==> config.mk <==
export PLATFORM = sky130hd
export DESIGN_NAME = exam_arb_ctrl
export DESIGN_NICKNAME = d
export VERILOG_FILES = /design/src/rtl/exam_ctrl_pkg.sv /design/src/rtl/exam_arb_ctrl_rr_arbiter.sv /design/src/rtl/exam_arb_ctrl.sv
export SDC_FILE = /design/constraint.sdc
export NUM_CORES = 1
export LEC_CHECK = 0
export ABC_AREA = 0
export BUFFER_PORTS_ARGS = -buffer_cell sky130_fd_sc_hd__buf_4
export CAP_MARGIN = 40
export CORE_MARGIN = 2
export CORE_UTILIZATION = 40
export CTS_CLUSTER_DIAMETER = 60
export DETAILED_ROUTE_END_ITERATION = 8
export PLACE_DENSITY = 0.7
export SLEW_MARGIN = 20
export SYNTH_ARGS = -nofsm -noshare
export SYNTH_HDL_FRONTEND = slang
export SYNTH_HIERARCHICAL = 1
export SYNTH_SLANG_ARGS = --single-unit
==> constraint.sdc <==
create_clock -name clk -period 2 [get_ports clk]
set_clock_uncertainty 0.1 [all_clocks]
set_input_delay 0.1 -clock clk [delete_from_list [all_inputs] [get_ports clk]]
set_output_delay 0.1 -clock clk [all_outputs]
set_load 0.005 [all_outputs]
==> src/rtl/exam_ctrl_pkg.sv <==
// Shared types and helpers for the exam datapath sequencer/arbiter.
package exam_ctrl_pkg;

    typedef enum logic [1:0] {
        IDLE   = 2'd0,
        LOAD   = 2'd1,
        SETTLE = 2'd2,
        RESP   = 2'd3
    } state_t;

    localparam int WIDTH_DEF = 16;

    // Round-robin successor: the requester after ptr, wrapping at n.
    function automatic int unsigned rr_next(input int unsigned ptr, input int unsigned n);
        return (ptr + 1 >= n) ? 0 : ptr + 1;
    endfunction

endpackage

==> src/rtl/exam_arb_ctrl_rr_arbiter.sv <==
// Combinational round-robin arbiter: lowest request at or above ptr wins,
// otherwise the lowest request overall (wrap-around).
module rr_arbiter #(
    parameter int N   = 2,
    parameter int IDW = (N > 1) ? $clog2(N) : 1
) (
    input  logic [N-1:0]   req,
    input  logic [IDW-1:0] ptr,
    output logic [N-1:0]   grant,
    output logic [IDW-1:0] grant_idx,
    output logic           any
);

    logic [N-1:0] mask;
    logic [N-1:0] masked;
    logic [N-1:0] pick_from;

    always_comb begin
        // NOTE: every variable written here gets a default first, so no path leaves it unassigned and no latch is inferred.
        mask = '0;
        for (int i = 0; i < N; i++) begin
            mask[i] = (i >= int'(ptr));
        end
    end

    assign masked    = req & mask;
    assign pick_from = (|masked) ? masked : req;
    assign any       = |req;

    // Descending scan so the lowest set bit is the last (winning) assignment.
    always_comb begin
        grant     = '0;
        grant_idx = '0;
        for (int i = N - 1; i >= 0; i--) begin
            if (pick_from[i]) begin
                grant     = '0;
                grant[i]  = 1'b1;
                grant_idx = IDW'(i);
            end
        end
    end

endmodule

==> src/rtl/exam_arb_ctrl.sv <==
// Sequencer/arbiter sharing one exam register datapath between N_REQ
// requesters; each request is loaded, settled and returned as a tagged response.
module exam_arb_ctrl
    import exam_ctrl_pkg::*;
#(
    parameter int WIDTH = WIDTH_DEF,
    parameter int N_REQ = 2,
    parameter int IDW   = $clog2(N_REQ)
) (
    input  logic                   clk,
    input  logic                   rest,
    input  logic [N_REQ-1:0]       req_valid,
    output logic [N_REQ-1:0]       req_ready,
    input  logic [N_REQ-1:0]       req_inv,
    input  logic [N_REQ*WIDTH-1:0] req_data,
    output logic                   rsp_valid,
    input  logic                   rsp_ready,
    output logic [IDW-1:0]         rsp_id,
    output logic [WIDTH-1:0]       rsp_data,
    output logic                   dp_ce,
    output logic                   dp_inv,
    output logic [WIDTH-1:0]       dp_data_in,
    input  logic [WIDTH-1:0]       dp_data_out,
    output logic                   busy,
    output logic [15:0]            txn_count
);

    state_t             state_q, state_d;
    logic [IDW-1:0]     ptr_q;
    logic [IDW-1:0]     id_q;
    logic               inv_q;
    logic [WIDTH-1:0]   word_q;
    logic [IDW-1:0]     rsp_id_q;
    logic [WIDTH-1:0]   rsp_data_q;
    logic [15:0]        txn_q;

    logic [N_REQ-1:0]   grant;
    logic [IDW-1:0]     grant_idx;
    logic               grant_any;
    logic               accept;
    logic               complete;

    rr_arbiter #(.N(N_REQ), .IDW(IDW)) u_arb (
        .req       (req_valid),
        .ptr       (ptr_q),
        .grant     (grant),
        .grant_idx (grant_idx),
        .any       (grant_any)
    );

    assign accept   = (state_q == IDLE) && grant_any;
    assign complete = (state_q == RESP) && rsp_ready;

    // State register
    always_ff @(posedge clk) begin
        // NOTE: sequential state uses non-blocking assignments so every flop samples pre-edge values.
        if (rest) state_q <= IDLE;
        else      state_q <= state_d;
    end

    // Next-state logic
    always_comb begin
        state_d = state_q;
        case (state_q)
            IDLE:    if (accept)    state_d = LOAD;
            LOAD:                   state_d = SETTLE;
            SETTLE:                 state_d = RESP;
            RESP:    if (rsp_ready) state_d = IDLE;
            default:                state_d = IDLE;
        endcase
    end

    // Request latches, response capture, pointer and counter
    always_ff @(posedge clk) begin
        if (rest) begin
            ptr_q      <= '0;
            id_q       <= '0;
            inv_q      <= 1'b0;
            word_q     <= '0;
            rsp_id_q   <= '0;
            rsp_data_q <= '0;
            txn_q      <= '0;
        end else begin
            if (accept) begin
                id_q   <= grant_idx;
                inv_q  <= req_inv[grant_idx];
                word_q <= req_data[grant_idx*WIDTH +: WIDTH];
            end
            if (state_q == SETTLE) begin
                rsp_data_q <= dp_data_out;
                rsp_id_q   <= id_q;
            end
            if (complete) begin
                ptr_q <= IDW'(rr_next(32'(id_q), N_REQ));
                txn_q <= txn_q + 16'd1;
            end
        end
    end

    // Output logic; dp_inv follows the latched flag for the whole transaction.
    always_comb begin
        req_ready = (state_q == IDLE) ? grant : '0;
        dp_ce     = (state_q == LOAD);
        dp_inv    = (state_q != IDLE) && inv_q;
        rsp_valid = (state_q == RESP);
        busy      = (state_q != IDLE);
    end

    assign dp_data_in = word_q;
    assign rsp_id     = rsp_id_q;
    assign rsp_data   = rsp_data_q;
    assign txn_count  = txn_q;

endmodule

==> results.json <==
{
  "yosys.area.top_type_share": 0.457,
  "setup_viol": 0,
  "clock_path_buffers": 2,
  "ys_ff_latch": 54,
  "avgViaCountPerCell": 4.75,
  "crit_path_start": "state_q[0]",
  "clock.fmax_mhz": 564,
  "timing.max_cap.violations": 0,
  "die_h_um": 80.9,
  "synth_nets": 308,
  "path_clk_slew_ns": 0.09,
  "vdd_drop_max_mv": 0.637,
  "antenna_found_initial": 0,
  "layout_commonest_cell": "buf_4",
  "via_count": 2113,
  "setup_tns_ns": 0,
  "initial_core_util": 0.407,
  "numPortBuffers": 109,
  "layout.cells.non_filler": 445,
  "io_pins": 110,
  "placedCellCount": 423,
  "final-hold-violation-count": 0,
  "antenna_cells": 0,
  "cts_made_buffers": 5,
  "nNetsFinal": 431,
  "wl_per_cell_um": 12.4,
  "rr_worst_depth": 5,
  "worstPathCellList": "ha_1 -> and4_4 -> and2_4 -> nand3_1 -> mux2_4",
  "grt_start_max_net_pins": 41,
  "yosysUniqueCellTypes": 34,
  "cts.sinks": 54,
  "relSlewSlack": 0.721,
  "synth_edf_count": 0,
  "yosys.area.top_type": "dfxtp_1",
  "p_leak_nw": 1.57,
  "required_ns": 2.10,
  "clockRootBuffer": "clkbuf_8",
  "rsz0062_at_grt": "false",
  "synthToLayoutAreaGrowth_pct": 48.3,
  "use_met3": 0.0456,
  "cp-end-kind": "register",
  "routed_wl_um": 5520,
  "grt_usage": 0.171,
  "synthFlopType": "dfxtp_1",
  "rows": 28,
  "fp.dieArea_um2": 6550,
  "firstDrtPassIters": 4,
  "gp_congestion": 0.838,
  "ys_seq_area_frac": 0.457,
  "clk_latency_ns": 0.30,
  "hold-worst-slack_ns": 0.00949,
  "tritoncts": "built",
  "cp-endpoint": "txn_count[15]",
  "hpwl_um": 4030,
  "synth.cell_area_um2": 2370,
  "drt_iter0_markers": 42,
  "use_met1": 0.203,
  "ys_warn_count": 6,
  "timing_worst_slew_pin_value_ns": 0.418,
  "r2r_slack_ns": 0.23,
  "min_period_ns": 1.77,
  "grt_pass1_vias": 1987,
  "cp_slowest_cell": "dfxtp_1",
  "grt_overflow_total": 0,
  "status": "finished clean",
  "layout-drive-gt1-share": 0.359,
  "power.density_nw_per_um2": 950,
  "min_path_cells": 3,
  "grt_pass1_wl_um": 8800,
  "hold_path_class": "in2reg",
  "async_flop_share": 0,
  "cpPeakStageDelay_ns": 0.41,
  "final_cell_mix": "buf_4, nor2_1, dfxtp_1",
  "crit_arrival_ns": 1.87,
  "core_um2": 5820,
  "r2r-start": "state_q[0]",
  "dieWidth_um": 80.9,
  "cts_setup_buffers": 0,
  "met2_usage": 0.298,
  "finalCritPeriodShare": 0.887,
  "drc": 0,
  "busiest_layer": "met2",
  "drv_slew": 0,
  "syn_inst": 248,
  "ant_nets": 0,
  "htreeDepth": 2,
  "synth.area.top_cells": "dfxtp_1, mux2i_1, nor2_1",
  "critPathMaxFanout": 6,
  "startpoint_type": "register",
  "postSynthAreaPerCell_um2": 9.55,
  "crit_type": "reg2reg",
  "timing.rr.end": "txn_count[15]"
}
[report_power, final]
part	internal, mW	leakage (nW)	switching, mW
logic	0.718	1.08	0.608
registers	1.29	0.441	0.128
clock network	0.268	0.0431	0.318
[synth_stat cells (2+ instances only)]
cell,n
nand4_1,3
dfxtp_1,54
buf_4,2
nor3_1,4
and2_1,4
nor4_1,2
buf_2,5
xnor2_1,5
mux2_4,2
a21boi_1,2
a211oi_1,17
clkbuf_1,6
nor2_1,56
nand3_1,5
ha_1,5
inv_1,5
nand2_1,7
nor2b_1,5
mux2i_1,36
xor2_1,6
a21oi_1,4
[layer usage]
layer | routed length [um] | up-vias
met5 | 0 | -
met4 | 39 | 0
met3 | 345 | 5
met2 | 2770 | 62
met1 | 2370 | 948
li1 | - | 1098
[cell type report]
type / instances / area (um2)
Fill cell: 541 / 2310
Multi-Input combinational cell: 174 / 1200
Sequential cell: 54 / 1080
Timing Repair Buffer: 130 / 1030
Tap cell: 75 / 93.8
Inverter: 6 / 22.5
Clock buffer: 6 / 82.6
[how the worst min path moves through the flow]
stage | from | end | slack, ns
after detailed placement | dp_data_out[4] | rsp_data[4] | 0.24
after global routing | rsp_ready | txn_count[1] | 0.02
after global placement | dp_data_out[8] | rsp_data[8] | 0.23
after floorplan | dp_data_out[0] | rsp_data[0] | 0.15
after CTS | rsp_ready | txn_count[1] | 0.0009
final | rsp_ready | txn_count[1] | 0.009
[through the flow]
| step | worst slack, ns | total power, mW | instance area, um2 | util |
|---|---|---|---|---|
| 6_report | 0.226 | 3.33 | 3510 | 0.603 |
| 5_1_grt | 0.0812 | 3.58 | 3510 | 0.603 |
| 4_1_cts | 0.212 | 3.38 | 3510 | 0.603 |
| 3_5_place_dp | 0.238 | 2.75 | 3270 | 0.562 |
| 3_3_place_gp | 0.327 | 2.72 | 3270 | 0.562 |
| 2_1_floorplan | 0.372 | 2.15 | 2370 | - |
[registers in the layout, summed over array words and instances (netlist names)]
signal	flops
ptr_q	1
inv_q	1
txn_count	16
id_q	1
state_q	2
dp_data_in	16
rsp_data	16
rsp_id	1
[critical path, delay by kind of cell, from the launching register on]
| kind | cells | cell delay, ns |
|---|---|---|
| fa+ha+maj | 1 | 0.30 |
| flops | 1 | 0.41 |
| mux | 1 | 0.30 |
| simple gates | 3 | 0.55 |
[repair_timing]
| action | CTS | global route |
|---|---|---|
| endpoints found under the hold margin | 16 | 0 |
| endpoints found under the setup margin | 0 | 0 |
| hold buffers | 16 | 0 |
| gates resized for setup | 0 | 0 |
[cell families after synthesis]
group,after synthesis,synth area share
simple gates,95,0.197
flops,54,0.457
mux,39,0.170
compound gates,24,0.0724
buf+inv,20,0.0375
xor+xnor,11,0.0407
fa+ha+maj,5,0.0264
(Power assumes the default switching activity.)
